<file path="src/rtl/interrupt_conditioner_pkg.sv">
// Shared types and constants for the interrupt conditioner.
// Holds the request FSM state encoding, the holdoff counter width, the
// request-id width and the lowest-set-index helper used for arbitration.
package interrupt_conditioner_pkg;

  localparam int CNT_W      = 4;
  localparam int ID_W       = 3;
  localparam int MAX_INPUTS = 8;

  typedef enum logic [1:0] {
    ST_IDLE    = 2'd0,
    ST_REQ     = 2'd1,
    ST_HOLDOFF = 2'd2
  } state_e;

  // Index of the lowest set bit; 0 when the vector is empty. Scanning from
  // the top means the last hit written is the lowest index.
  function automatic logic [ID_W-1:0] lowest_index(input logic [MAX_INPUTS-1:0] vec);
    logic [ID_W-1:0] idx;
    idx = {ID_W{1'b0}};
    for (int i = MAX_INPUTS - 1; i >= 0; i--) begin
      idx = vec[i] ? ID_W'(i) : idx;
    end
    return idx;
  endfunction

endpackage

</file>
<file path="src/rtl/interrupt_conditioner_sync.sv">
// One interrupt line: SYNC_STAGES-deep synchronizer, optional two-sample
// glitch filter, and a registered rising-edge detector.
// Optional feature macro: INTERRUPT_CONDITIONER_GLITCH_FILTER_EN
//   defined -> the synchronized level must be high two cycles in a row.
// Ports:
//   i_clk   clock
//   i_rst   asynchronous active-high reset
//   i_line  raw asynchronous interrupt line
//   o_edge  one-cycle pulse per recognized 0->1 transition
module interrupt_conditioner_sync
  import interrupt_conditioner_pkg::*;
#(
  parameter int SYNC_STAGES = 2
) (
  input  logic i_clk,
  input  logic i_rst,
  input  logic i_line,
  output logic o_edge
);

`ifdef INTERRUPT_CONDITIONER_GLITCH_FILTER_EN
  localparam int VLEN = SYNC_STAGES + 2;
  logic filt_q;
  logic filt_d;
`else
  localparam int VLEN = SYNC_STAGES + 1;
`endif

  logic [SYNC_STAGES-1:0] sync_q;
  logic [SYNC_STAGES-1:0] sync_d;
  // vld tracks which pipeline stages hold real post-reset samples, so a
  // line already high at reset release never looks like a fresh edge.
  logic [VLEN-1:0]        vld_q;
  logic [VLEN-1:0]        vld_d;
  logic                   prev_q;
  logic                   prev_d;
  logic                   edge_q;
  logic                   edge_d;
  logic                   level_s;

  // Next-state for synchronizer, filter and edge detector.
  always_comb begin
    sync_d = {sync_q[SYNC_STAGES-2:0], i_line};
    vld_d  = {vld_q[VLEN-2:0], 1'b1};
`ifdef INTERRUPT_CONDITIONER_GLITCH_FILTER_EN
    filt_d  = sync_q[SYNC_STAGES-1];
    level_s = sync_q[SYNC_STAGES-1] & filt_q;
`else
    level_s = sync_q[SYNC_STAGES-1];
`endif
    prev_d = level_s;
    edge_d = level_s & ~prev_q & vld_q[VLEN-1];
  end

  // Pipeline registers.
  always_ff @(posedge i_clk or posedge i_rst) begin
    if (i_rst) begin
      sync_q <= '0;
      vld_q  <= '0;
      prev_q <= 1'b0;
      edge_q <= 1'b0;
`ifdef INTERRUPT_CONDITIONER_GLITCH_FILTER_EN
      filt_q <= 1'b0;
`endif
    end else begin
      sync_q <= sync_d;
      vld_q  <= vld_d;
      prev_q <= prev_d;
      edge_q <= edge_d;
`ifdef INTERRUPT_CONDITIONER_GLITCH_FILTER_EN
      filt_q <= filt_d;
`endif
    end
  end

  assign o_edge = edge_q;

endmodule

</file>
<file path="src/rtl/interrupt_conditioner.sv">
// Interrupt conditioner: synchronizes N_INPUTS asynchronous lines, latches
// rising edges into a pending vector, and presents one masked request at a
// time (lowest index first) to a downstream interrupt peripheral, with a
// programmable holdoff after every acknowledge.
// Optional feature macro: INTERRUPT_CONDITIONER_GLITCH_FILTER_EN (per-line
// glitch filter inside interrupt_conditioner_sync).
// Ports:
//   i_clk, i_rst        clock, asynchronous active-high reset
//   i_interrupt[N]      raw interrupt lines, rising edge significant
//   i_mask_wr, i_mask   mask load strobe and value (1 = source disabled)
//   i_int_ack           acknowledge of the current request
//   o_int_req, o_int_id registered request and its source index
//   o_pending[N]        pending latches, unmasked view
module interrupt_conditioner
  import interrupt_conditioner_pkg::*;
#(
  parameter int N_INPUTS       = 4,
  parameter int SYNC_STAGES    = 2,
  parameter int HOLDOFF_CYCLES = 3
) (
  input  logic                i_clk,
  input  logic                i_rst,
  input  logic [N_INPUTS-1:0] i_interrupt,
  input  logic                i_mask_wr,
  input  logic [N_INPUTS-1:0] i_mask,
  input  logic                i_int_ack,
  output logic                o_int_req,
  output logic [ID_W-1:0]     o_int_id,
  output logic [N_INPUTS-1:0] o_pending
);

  localparam logic [CNT_W-1:0] HOLD_LOAD = CNT_W'(HOLDOFF_CYCLES);
  localparam logic [CNT_W-1:0] CNT_ONE   = CNT_W'(1);

  logic [N_INPUTS-1:0]   edge_s;
  logic [N_INPUTS-1:0]   avail_s;
  logic [N_INPUTS-1:0]   clr_s;
  logic [MAX_INPUTS-1:0] avail_ext_s;
  logic [N_INPUTS-1:0]   pending_q, pending_d;
  logic [N_INPUTS-1:0]   mask_q, mask_d;
  state_e                state_q, state_d;
  logic [CNT_W-1:0]      cnt_q, cnt_d;
  logic                  req_q, req_d;
  logic [ID_W-1:0]       id_q, id_d;

  for (genvar g = 0; g < N_INPUTS; g++) begin : g_line
    interrupt_conditioner_sync #(
      .SYNC_STAGES(SYNC_STAGES)
    ) u_sync (
      .i_clk (i_clk),
      .i_rst (i_rst),
      .i_line(i_interrupt[g]),
      .o_edge(edge_s[g])
    );
  end

  assign avail_s = pending_q & ~mask_q;

  // Zero-extend the arbitration vector to the helper's fixed width.
  always_comb begin
    avail_ext_s                 = '0;
    avail_ext_s[N_INPUTS-1:0]   = avail_s;
  end

  // Request FSM: arbitration, ack handling and holdoff countdown.
  always_comb begin
    state_d = state_q;
    cnt_d   = cnt_q;
    id_d    = id_q;
    req_d   = req_q;
    clr_s   = '0;
    case (state_q)
      ST_IDLE: begin
        if (avail_s != '0) begin
          state_d = ST_REQ;
          id_d    = lowest_index(avail_ext_s);
          req_d   = 1'b1;
        end else begin
          req_d   = 1'b0;
        end
      end
      ST_REQ: begin
        // id and req are frozen here; mask writes and new edges only
        // affect the next arbitration.
        if (i_int_ack) begin
          for (int i = 0; i < N_INPUTS; i++) begin
            clr_s[i] = (id_q == ID_W'(i));
          end
          req_d = 1'b0;
          if (HOLD_LOAD == '0) begin
            state_d = ST_IDLE;
            cnt_d   = '0;
          end else begin
            state_d = ST_HOLDOFF;
            cnt_d   = HOLD_LOAD;
          end
        end else begin
          req_d = 1'b1;
        end
      end
      ST_HOLDOFF: begin
        // Leaving on the 1->0 step makes the next request appear exactly
        // HOLDOFF_CYCLES+1 cycles after the ack.
        req_d = 1'b0;
        if (cnt_q <= CNT_ONE) begin
          state_d = ST_IDLE;
          cnt_d   = '0;
        end else begin
          cnt_d   = cnt_q - CNT_ONE;
        end
      end
      default: begin
        state_d = ST_IDLE;
        cnt_d   = '0;
        req_d   = 1'b0;
      end
    endcase
  end

  // Pending latches (a new edge beats a same-cycle ack clear) and mask.
  always_comb begin
    pending_d = (pending_q & ~clr_s) | edge_s;
    if (i_mask_wr) begin
      mask_d = i_mask;
    end else begin
      mask_d = mask_q;
    end
  end

  // State registers.
  always_ff @(posedge i_clk or posedge i_rst) begin
    if (i_rst) begin
      pending_q <= '0;
      mask_q    <= '1;
      state_q   <= ST_IDLE;
      cnt_q     <= '0;
      req_q     <= 1'b0;
      id_q      <= '0;
    end else begin
      pending_q <= pending_d;
      mask_q    <= mask_d;
      state_q   <= state_d;
      cnt_q     <= cnt_d;
      req_q     <= req_d;
      id_q      <= id_d;
    end
  end

  assign o_int_req = req_q;
  assign o_int_id  = id_q;
  assign o_pending = pending_q;

endmodule

</file>
<file path="config.mk">
export PLATFORM = sky130hd
export DESIGN_NAME = interrupt_conditioner
export DESIGN_NICKNAME = d
export VERILOG_FILES = /design/src/rtl/interrupt_conditioner_pkg.sv /design/src/rtl/interrupt_conditioner_sync.sv /design/src/rtl/interrupt_conditioner.sv
export SDC_FILE = /design/constraint.sdc
export NUM_CORES = 1
export LEC_CHECK = 0
export CORE_ASPECT_RATIO = 2
export CORE_MARGIN = 2
export CORE_UTILIZATION = 40
export CTS_CLUSTER_SIZE = 16
export DETAILED_ROUTE_END_ITERATION = 10
export GPL_TIMING_DRIVEN = 0
export PLACE_DENSITY = 0.67
export SLEW_MARGIN = 20
export SYNTH_ARGS = -nofsm -noshare
export SYNTH_HDL_FRONTEND = slang
export SYNTH_SLANG_ARGS = --single-unit
</file>
<file path="constraint.sdc">
create_clock -name i_clk -period 3.19 [get_ports i_clk]
set_clock_uncertainty 0.05 [all_clocks]
set_input_delay 0.4785 -clock i_clk [delete_from_list [all_inputs] [get_ports i_clk]]
set_output_delay 0.4785 -clock i_clk [all_outputs]
set_load 0.01 [all_outputs]
</file>
* Yosys cells after proc, flatten, opt, wreduce, memory -nomap -nowiden
Cells that the tools add are included.
Word-level totals: flip-flop bits (word level) 46, input port bits 12, output and inout bits 8, word-level logic and storage cells 72
Operators by class: add/sub/neg operators 1, magnitude comparators 1, equality and inequality tests 8, muxes and demuxes 16, bitwise logic cells 18, reduce and logical (&&, ||, !) cells 6
Operators by type and width (count):
- 4-bit two-way mux | 4
- 2-bit two-way mux | 7
- 4-bit one-hot mux with 3 select lines | 1
- 1-bit AND | 8
- 4-bit AND | 2
- 4-bit NOT | 2
- 3-bit by 2-bit == test with 1-bit output, second input constant | 2
- 2-bit != test, second input constant | 3
- 2-bit one-hot mux with 3 select lines | 1
- 1-bit NOT | 5
- 4-bit by 1-bit <= comparator with 1-bit output, second input constant | 1
- 4-bit OR | 1
- 2-bit AND reduction | 2
- 4-bit nonzero test | 1
- 4-bit by 1-bit subtractor with 4-bit output, second input constant | 1
- 3-bit by 1-bit == test with 1-bit output, second input constant | 1
- 3-bit logical NOT | 1
- 3-bit AND reduction | 1
- 2-bit by 1-bit == test with 1-bit output, second input constant | 1
- 2-bit == test, second input constant | 1
- 2-bit logical NOT | 1
- 1-bit two-way mux | 2
- 1-bit one-hot mux with 2 select lines | 1

* Logic depth before layout (Yosys ltp)
Gate-level depths: netlist (run 1).
word-level depth 6, gate-level depth with buffers 6, mapped depth without buffers 6

* Modules after synthesis
Synthesis (run 1) repeated with hierarchy kept, for this count alone.
Second synthesis, totals: cells, all modules 124, area total of the unflattened synthesis 1661.6 sq um
By module, submodules not included:
- interrupt_conditioner | instances 1, cells an instance 84, area each 895.9 sq um
- interrupt_conditioner_sync | instances 4, cells an instance 10, area each 191.4 sq um

* Worst setup path before layout (run 1)
Ideal clock, no wire load.
kind register -> register, start register cnt_q[0], end register cnt_q[2], arrival 1.239 ns, data required time 3.008 ns, slack 1.770 ns, stages on the path, launching flop included 7, path buffers 0, clock period less this slack 1.420 ns, path through dfrtp_1 -> inv_1 -> ha_1 -> nor2_2 -> o311ai_1 -> o21ai_0 -> o2bb2ai_1
On the way: word-level cells in the longest chain between the ends 3, elaborated cells on any way between the ends 4, those cells by class 1 x add/sub; 1 x order compare; 2 x mux
RTL lines:
- start: declaration | line interrupt_conditioner.sv:42 | logic [CNT_W-1:0] cnt_q, cnt_d;
- start signal: assignment | line interrupt_conditioner.sv:143 | cnt_q <= cnt_d;
- 4-bit by 1-bit subtractor with 4-bit output / 4-bit by 1-bit <= comparator with 1-bit output (equally long branches) | line interrupt_conditioner.sv:109, interrupt_conditioner.sv:105
- 4-bit two-way mux (*) | line interrupt_conditioner.sv:105 | if (cnt_q <= CNT_ONE) begin
- 4-bit one-hot mux with 3 select lines (*) | line interrupt_conditioner.sv:72 | case (state_q)
Mark *: on every way between the ends. The rest lies on a longest branch, timed or not. A chain may end at the register's enable or synchronous reset.

* Final worst setup path (run 1)
start register id_q[1] (netlist: o_int_id[1]), end output port o_int_id[1]
RTL lines:
- start: declaration | line interrupt_conditioner.sv:44 | logic [ID_W-1:0] id_q, id_d;
- start signal: assignment | line interrupt_conditioner.sv:145 | id_q <= id_d;
- end: declaration | line interrupt_conditioner.sv:28 | output logic [ID_W-1:0] o_int_id,
No word-level cell between the ends.

==> results of run 1 <==
[state kept, by name, indices dropped and copies added, names as in the netlist]
name / flops
o_int_req: 1
o_int_id: 2
state_q: 2
mask_q: 4
g_line.u_sync.o_edge: 4
g_line.u_sync.vld_q: 3
cnt_q: 4
g_line.u_sync.prev_q: 4
g_line.u_sync.sync_q: 8
o_pending: 4
[metal layers]
layer	vias to the layer above	global-route usage (%)
li1	430	-
met2	22	23.86
met5	-	0
met1	448	13.84
met3	6	5.567
met4	0	7.792
[cells by family after synthesis]
family	share of synthesized area [%]
adders and majority gates	4.417
AOI/OAI and AO/OA	10.95
and+or+nand+nor	13.52
muxes	3.975
DFF	63.96
buffers and inverters	2.650
other	0.5302
[how the worst min path moves through the flow]
stage                                                end                                 start  slack [ps]
floorplan           g_line[0].u_sync.sync_q[1]$_DFF_PP0_  g_line[0].u_sync.sync_q[0]$_DFF_PP0_         280
global placement     g_line[0].u_sync.vld_q[2]$_DFF_PP0_   g_line[0].u_sync.vld_q[1]$_DFF_PP0_         290
detailed placement  g_line[0].u_sync.sync_q[1]$_DFF_PP0_  g_line[0].u_sync.sync_q[0]$_DFF_PP0_         290
CTS                 g_line[0].u_sync.sync_q[1]$_DFF_PP0_  g_line[0].u_sync.sync_q[0]$_DFF_PP0_         300
global route        g_line[0].u_sync.sync_q[1]$_DFF_PP0_  g_line[0].u_sync.sync_q[0]$_DFF_PP0_         300
finish              g_line[0].u_sync.sync_q[1]$_DFF_PP0_  g_line[0].u_sync.sync_q[0]$_DFF_PP0_         290
[cells in the final DEF, fill, tap and decap left out, types with 2 or more instances in the layout]
cell              n
o21ai_0           2
clkbuf_1          2
a21oi_1           6
nor2_1            4
nand2b_1          8
conb_1            2
and3b_1           3
nand2_1           6
clkdlybuf4s50_1  18
clkbuf_8          6
a21o_1            2
dfrtp_1          32
ha_1              5
mux2_2            4
inv_1             7
o22ai_1           3
dfstp_2           4
[layout make-up]
class	instances	area, sq um	share of cell area, %
buffer	1	7.507	0.4348
clock buffer	8	90.09	5.217
inverter	8	30.03	1.739
multi-input combinational	65	473.0	27.39
sequential	36	905.9	52.46
tap	32	40.04	2.319
timing repair buffer	18	180.2	10.43
[power groups by stage]
stage,sequential [W],clock [W],combinational [W]
3_5_place_dp,0.000621,0,0.000488
6_report,0.000613,0.000323,0.000484
3_3_place_gp,0.000616,0,0.000463
2_1_floorplan,0.000622,0,0.000297
4_1_cts,0.000614,0.000334,0.000489
5_1_grt,0.000622,0.000355,0.000542
[per-stage QoR]
stage / hold WS (ps) / setup slack (ps)
4_1_cts: 301.2 / 1357
3_5_place_dp: 288.9 / 1321
3_3_place_gp: 285.2 / 1113
5_1_grt: 304.3 / 1310
2_1_floorplan: 281.2 / 1770
6_report: 294.6 / 1365
==> qor.yml, run 1 <==
status: "completed"
hold_depth: 0
wl_met1_um: 863
critPathMaxStageDelay_ps: 570
cts_tree: "done"
clk_pin_slew_worst_paths_ps: 70
synth.top_cell.area_share_pct: 56.54
cp_slowest_cell: "clkdlybuf4s50_1"
timing.final.setup_violations: 0
ant_nets: 0
finalCoreUtilization_pct: 51.11
r2r_start: "cnt_q[0]$_DFFE_PP0P_"
cp-end-kind: "output port"
cts_sinks: 36
cp-startpoint: "o_int_id[1]$_DFFE_PP0P_"
grt_pass1_vias: 891
num-nets-final: 152
synth_area_sq_um: 1416
start_util_pct: 41.93
grt_max_degree: 37
seqPwrFrac_pct: 43.2
track_usage_pct: 14.09
post-route-period-util_pct: 57.20
cp.depth: 1
initialDrtViolationCount: 10
syn2layout_area_growth_pct: 21.91
max_slew.worst_pin.slew_ps: 704.7
dp.cells: 160
wire_per_inst_um: 13.98
io_buffer_count: 18
timing.rr.end: "cnt_q[2]$_DFFE_PP0P_"
syn_nets: 127
top_layer_used: "met4"
powerDensity_nw_per_um2: 822.5
syn-instance-count: 110
crit_chain: "clkdlybuf4s50_1"
root_buffer: "clkbuf_8"
finalPower_w: 0.001420
post-cts-setup-buffers: 0
instances_no_fill: 168
via_per_inst: 5.393
fill_cells: 295
synth_edf_count: 0
drc: 0
yosysMostFrequentCell: "dfrtp_1"
finalHoldViolCount: 0
antenna_cells: 0
endpoint: "o_int_id[1]"
synth_common_cells: "dfrtp_1 (32), inv_1 (8), nand2b_1 (8)"
die_x_um: 46.08
switching_share_pct: 33.01
layout-drive-gt1-share_pct: 16.18
core-area_sq_um: 3378
ys_ff_latch: 36
clkLatencyLatePin_ps: 280
htree_levels: 2
numCtsBuffers: 5
ir_worst_vdd_uv: 483.9
drt_first_pass_iters: 4
final_area_sq_um: 1727
hpwl_mm: 1.791
reg2reg_slack_ps: 1610
holdBufCountCts: 0
grt.overflow.total: 0
syn_avg_cell_area_sq_um: 12.88
synth-main-ff-cell: "dfrtp_1"
met2_length_mm: 1.313
max_freq_mhz: 548.0
fin_crit_ps: 1825
power.leakage_nw: 0.7678
die-area_sq_um: 4062
p_int_w: 0.0009514
grt_pass1_wl_mm: 3.967
yosys_warnings: 0
drv_slew: 0
maxCapViolCount: 0
gp_congestion: 0.7353
placed_area_sq_um: 1637
rows: 30
antenna_found_initial: 0
critPathBufInv: 1
hold_path_class: "reg -> reg"
wl_met3_um: 101
cts_resized: 0
r2r.worst_path.cells: 6
rsz0062_at_grt: "false"
routed_wirelength_mm: 2.348
setup_tns_ps: 0
startpoint_type: "flop"
critical_path.top_delay_family: "buffers and inverters"
num_vias: 906
critical_path.max_fanout: 6
worstPathRequired_ps: 2660
clock_tree.buffer_depth: 2
clockPowerShare_pct: 22.7
max_slew_margin_pct: 52.95
synth_cell_types: 35
yosys.area.top_type: "dfrtp_1"
crit_type: "reg -> out"
async_flop_share_pct: 100.0
p_comb_share_pct: 34.1
ys_seq_area_share_pct: 63.96
switchingPower_w: 0.0004688
worstPathArrival_ps: 1300
io_pins: 20
die_h_um: 88.15
synth_area_leaders: "dfrtp_1 (57%), dfstp_2 (7.4%), ha_1 (4.4%), nand2b_1 (3.5%), mux2_2 (3.2%)"
No activity file was read; power rests on OpenSTA's default activity.
==> inputs of run 2 (changes only) <==
PLACE_DENSITY = 0.69   (was 0.67)
clock period = 1.5 ns   (was 3.19 ns; I/O delays follow)
==> run 2 against run 1 <==
Compared with the run above: die area did not move; clock power increased by 110%; final area grew 6.7%; combinational power increased to 2.6 times the previous value; critical path depth unchanged; sequential share of layout area decreased by 3.2 points; largest cell class unchanged; largest power group unchanged.
==> qor.yml, run 2 (synthesized netlist as in run 1, its figures left out) <==
gp_congestion: 0.7665  # was 0.7353
max_slew_margin_pct: 51.67  # was 52.95%
initialDrtViolationCount: 17  # was 10
grt_max_degree: 37  # unchanged
timing.rr.end: "state_q[1]$_DFFE_PP0P_"  # was cnt_q[2]$_DFFE_PP0P_
grt_pass1_vias: 926  # was 891
clk_pin_slew_worst_paths_ps: 70  # about the same
instances_no_fill: 172  # was 168
hold_path_end: "g_line[0].u_sync.vld_q[1]$_DFF_PP0_"  # was g_line[0].u_sync.sync_q[1]$_DFF_PP0_
max_slew.worst_pin.slew_ps: 723.9  # was 704.7 ps
layout-drive-gt1-share_pct: 26.43  # was 16.18%
die_h_um: 88.15  # unchanged
worstPathArrival_ps: 1190  # was 1300 ps
start_util_pct: 41.93  # unchanged
critical_path.top_delay_family: "buffers and inverters"  # unchanged
rows: 30  # unchanged
wire_per_inst_um: 14.68  # was 13.98 um
crit_chain: "clkdlybuf4s50_1"  # unchanged
drv_slew: 0  # unchanged
ir_worst_vdd_uv: 833.2  # was 483.9 uV
powerDensity_nw_per_um2: 1774  # was 822.5 nW/um^2
core-area_sq_um: 3378  # unchanged
max_freq_mhz: 682.5
post-route-period-util_pct: 97.68
finalHoldViolCount: 0  # unchanged
critPathMaxStageDelay_ps: 550  # was 570 ps
reg2reg_slack_ps: 50  # was 1610 ps
critical_path.max_fanout: 2  # was 6
r2r_start: "cnt_q[1]$_DFFE_PP0P_"  # was cnt_q[0]$_DFFE_PP0P_
cp_slowest_cell: "clkdlybuf4s50_1"  # unchanged
drc: 0  # unchanged
antenna_found_initial: 0  # unchanged
io_buffer_count: 18  # unchanged
final_cell_mix: "dfrtp_1 (31), clkdlybuf4s50_1 (13), nand2b_1 (7)"  # was dfrtp_1 (32), clkdlybuf4s50_1 (18), nand2b_1 (8)
grt.overflow.total: 0  # unchanged
worstPathRequired_ps: 1220  # was 2660 ps
critPathBufInv: 1  # unchanged
syn2layout_area_growth_pct: 30.04  # was 21.91%
status: "completed"  # unchanged
regMostFlops: "g_line.u_sync.sync_q"  # unchanged
die-area_sq_um: 4062  # unchanged
finalPower_w: 0.003267  # was 0.001420 W
power.leakage_nw: 0.8145  # was 0.7678 nW
fin_crit_ps: 1465
startpoint_type: "flop"  # unchanged
cp-end-kind: "output port"  # unchanged
track_usage_pct: 14.69  # was 14.09%
root_buffer: "clkbuf_8"  # unchanged
hold_depth: 0  # unchanged
worstHoldStart: "g_line[3].u_sync.vld_q[0]$_DFF_PP0_"  # was g_line[0].u_sync.sync_q[0]$_DFF_PP0_
rsz0062_at_grt: "true"  # was false
r2r.worst_path.cells: 6  # unchanged
clock_tree.buffer_depth: 2  # unchanged
clkLatencyLatePin_ps: 280  # about the same
drt_first_pass_iters: 3  # was 4
die_x_um: 46.08  # unchanged
crit_type: "reg -> out"  # unchanged
cts_tree: "done"  # unchanged
numCtsBuffers: 5  # unchanged
grt_pass1_wl_mm: 4.057  # was 3.967 mm
hold_path_class: "reg -> reg"  # unchanged
cts_sinks: 36  # unchanged
maxCapViolCount: 0  # unchanged
dp.cells: 160  # unchanged
num_vias: 919  # was 906
num-nets-final: 156  # was 152
antenna_cells: 0  # unchanged
routed_wirelength_mm: 2.525  # was 2.348 mm
timing.final.setup_violations: 0  # unchanged
final_common_cell: "dfrtp_1"  # unchanged
via_per_inst: 5.343  # was 5.393
holdBufCountCts: 0  # unchanged
fill_cells: 278  # was 295
ant_nets: 0  # unchanged
io_pins: 20  # unchanged
hpwl_mm: 1.800  # was 1.791 mm
largest_reg_flops: 8  # unchanged
htree_levels: 2  # unchanged
cp-startpoint: "o_int_id[1]$_DFFE_PP0P_"  # unchanged
[run 2: worst reg2reg max path: cells and delay by family (launching register included)]
kind                     cells  cell delay [ps]
AO/OA/AOI/OAI                3              590
AND/OR/NAND/NOR              1               70
buffers and inverters        1               90
adder cells (fa/ha/maj)      1              160
flip-flops                   1              390
[run 2: what timing repair did]
action                     CTS  global route
setup buffers                2             2
gates resized for setup      7            14
pin swaps                    0             6
setup endpoints to repair    8            10
[run 2: area by class of cell]
cell class	instances	area (sq um)	area share (%)
clock buffer	8	90.09	4.891
buffer	1	7.507	0.4076
inverter	8	30.03	1.630
multi-input combinational	65	551.8	29.96
sequential	36	907.1	49.25
tap	32	40.04	2.174
timing repair buffer	22	215.2	11.68
[run 2: routing by layer]
metal  vias to the layer above  wire, um  track usage (%)
li1                        433         -                -
met2                        27      1442            24.62
met3                        12       113            5.361
met5                         -         0                0
met1                       447       852            13.94
met4                         0       116            10.13
[run 2: worst max-delay path by stage]
stage / end / slack (ps) / cells past startpoint
2_1_floorplan: cnt_q[2]$_DFFE_PP0P_ / 80 / 6
3_3_place_gp: cnt_q[2]$_DFFE_PP0P_ / -290 / 2
3_5_place_dp: cnt_q[2]$_DFFE_PP0P_ / -150 / 5
4_1_cts: state_q[1]$_DFFE_PP0P_ / -5 / 6
5_1_grt: cnt_q[2]$_DFFE_PP0P_ / -30 / 5
6_report: o_int_id[1] / 30 / 1
[run 2: metrics by stage]
stage / util (%) / setup WS [ps] / hold WS [ps] / setup TNS (ps) / instance area, sq um
4_1_cts: 52.37 / -5.046 / 299.1 / -5.046 / 1769
3_5_place_dp: 48.44 / -148.9 / 284.7 / -442.1 / 1637
3_3_place_gp: 48.44 / -291.9 / 283.6 / -9730 / 1637
6_report: 54.52 / 34.86 / 297.6 / 0 / 1842
5_1_grt: 54.52 / -31.61 / 305.7 / -43.61 / 1842
2_1_floorplan: - / 79.55 / 206.4 / 0 / 1416
[run 2: power by group]
group | total, W | internal [W] | switching (W) | leakage [nW]
Clock | 0.000682 | 0.000374 | 0.000308 | 0.0455
Combinational | 0.00128 | 0.000629 | 0.000655 | 0.343
Sequential | 0.00130 | 0.00116 | 0.000143 | 0.426
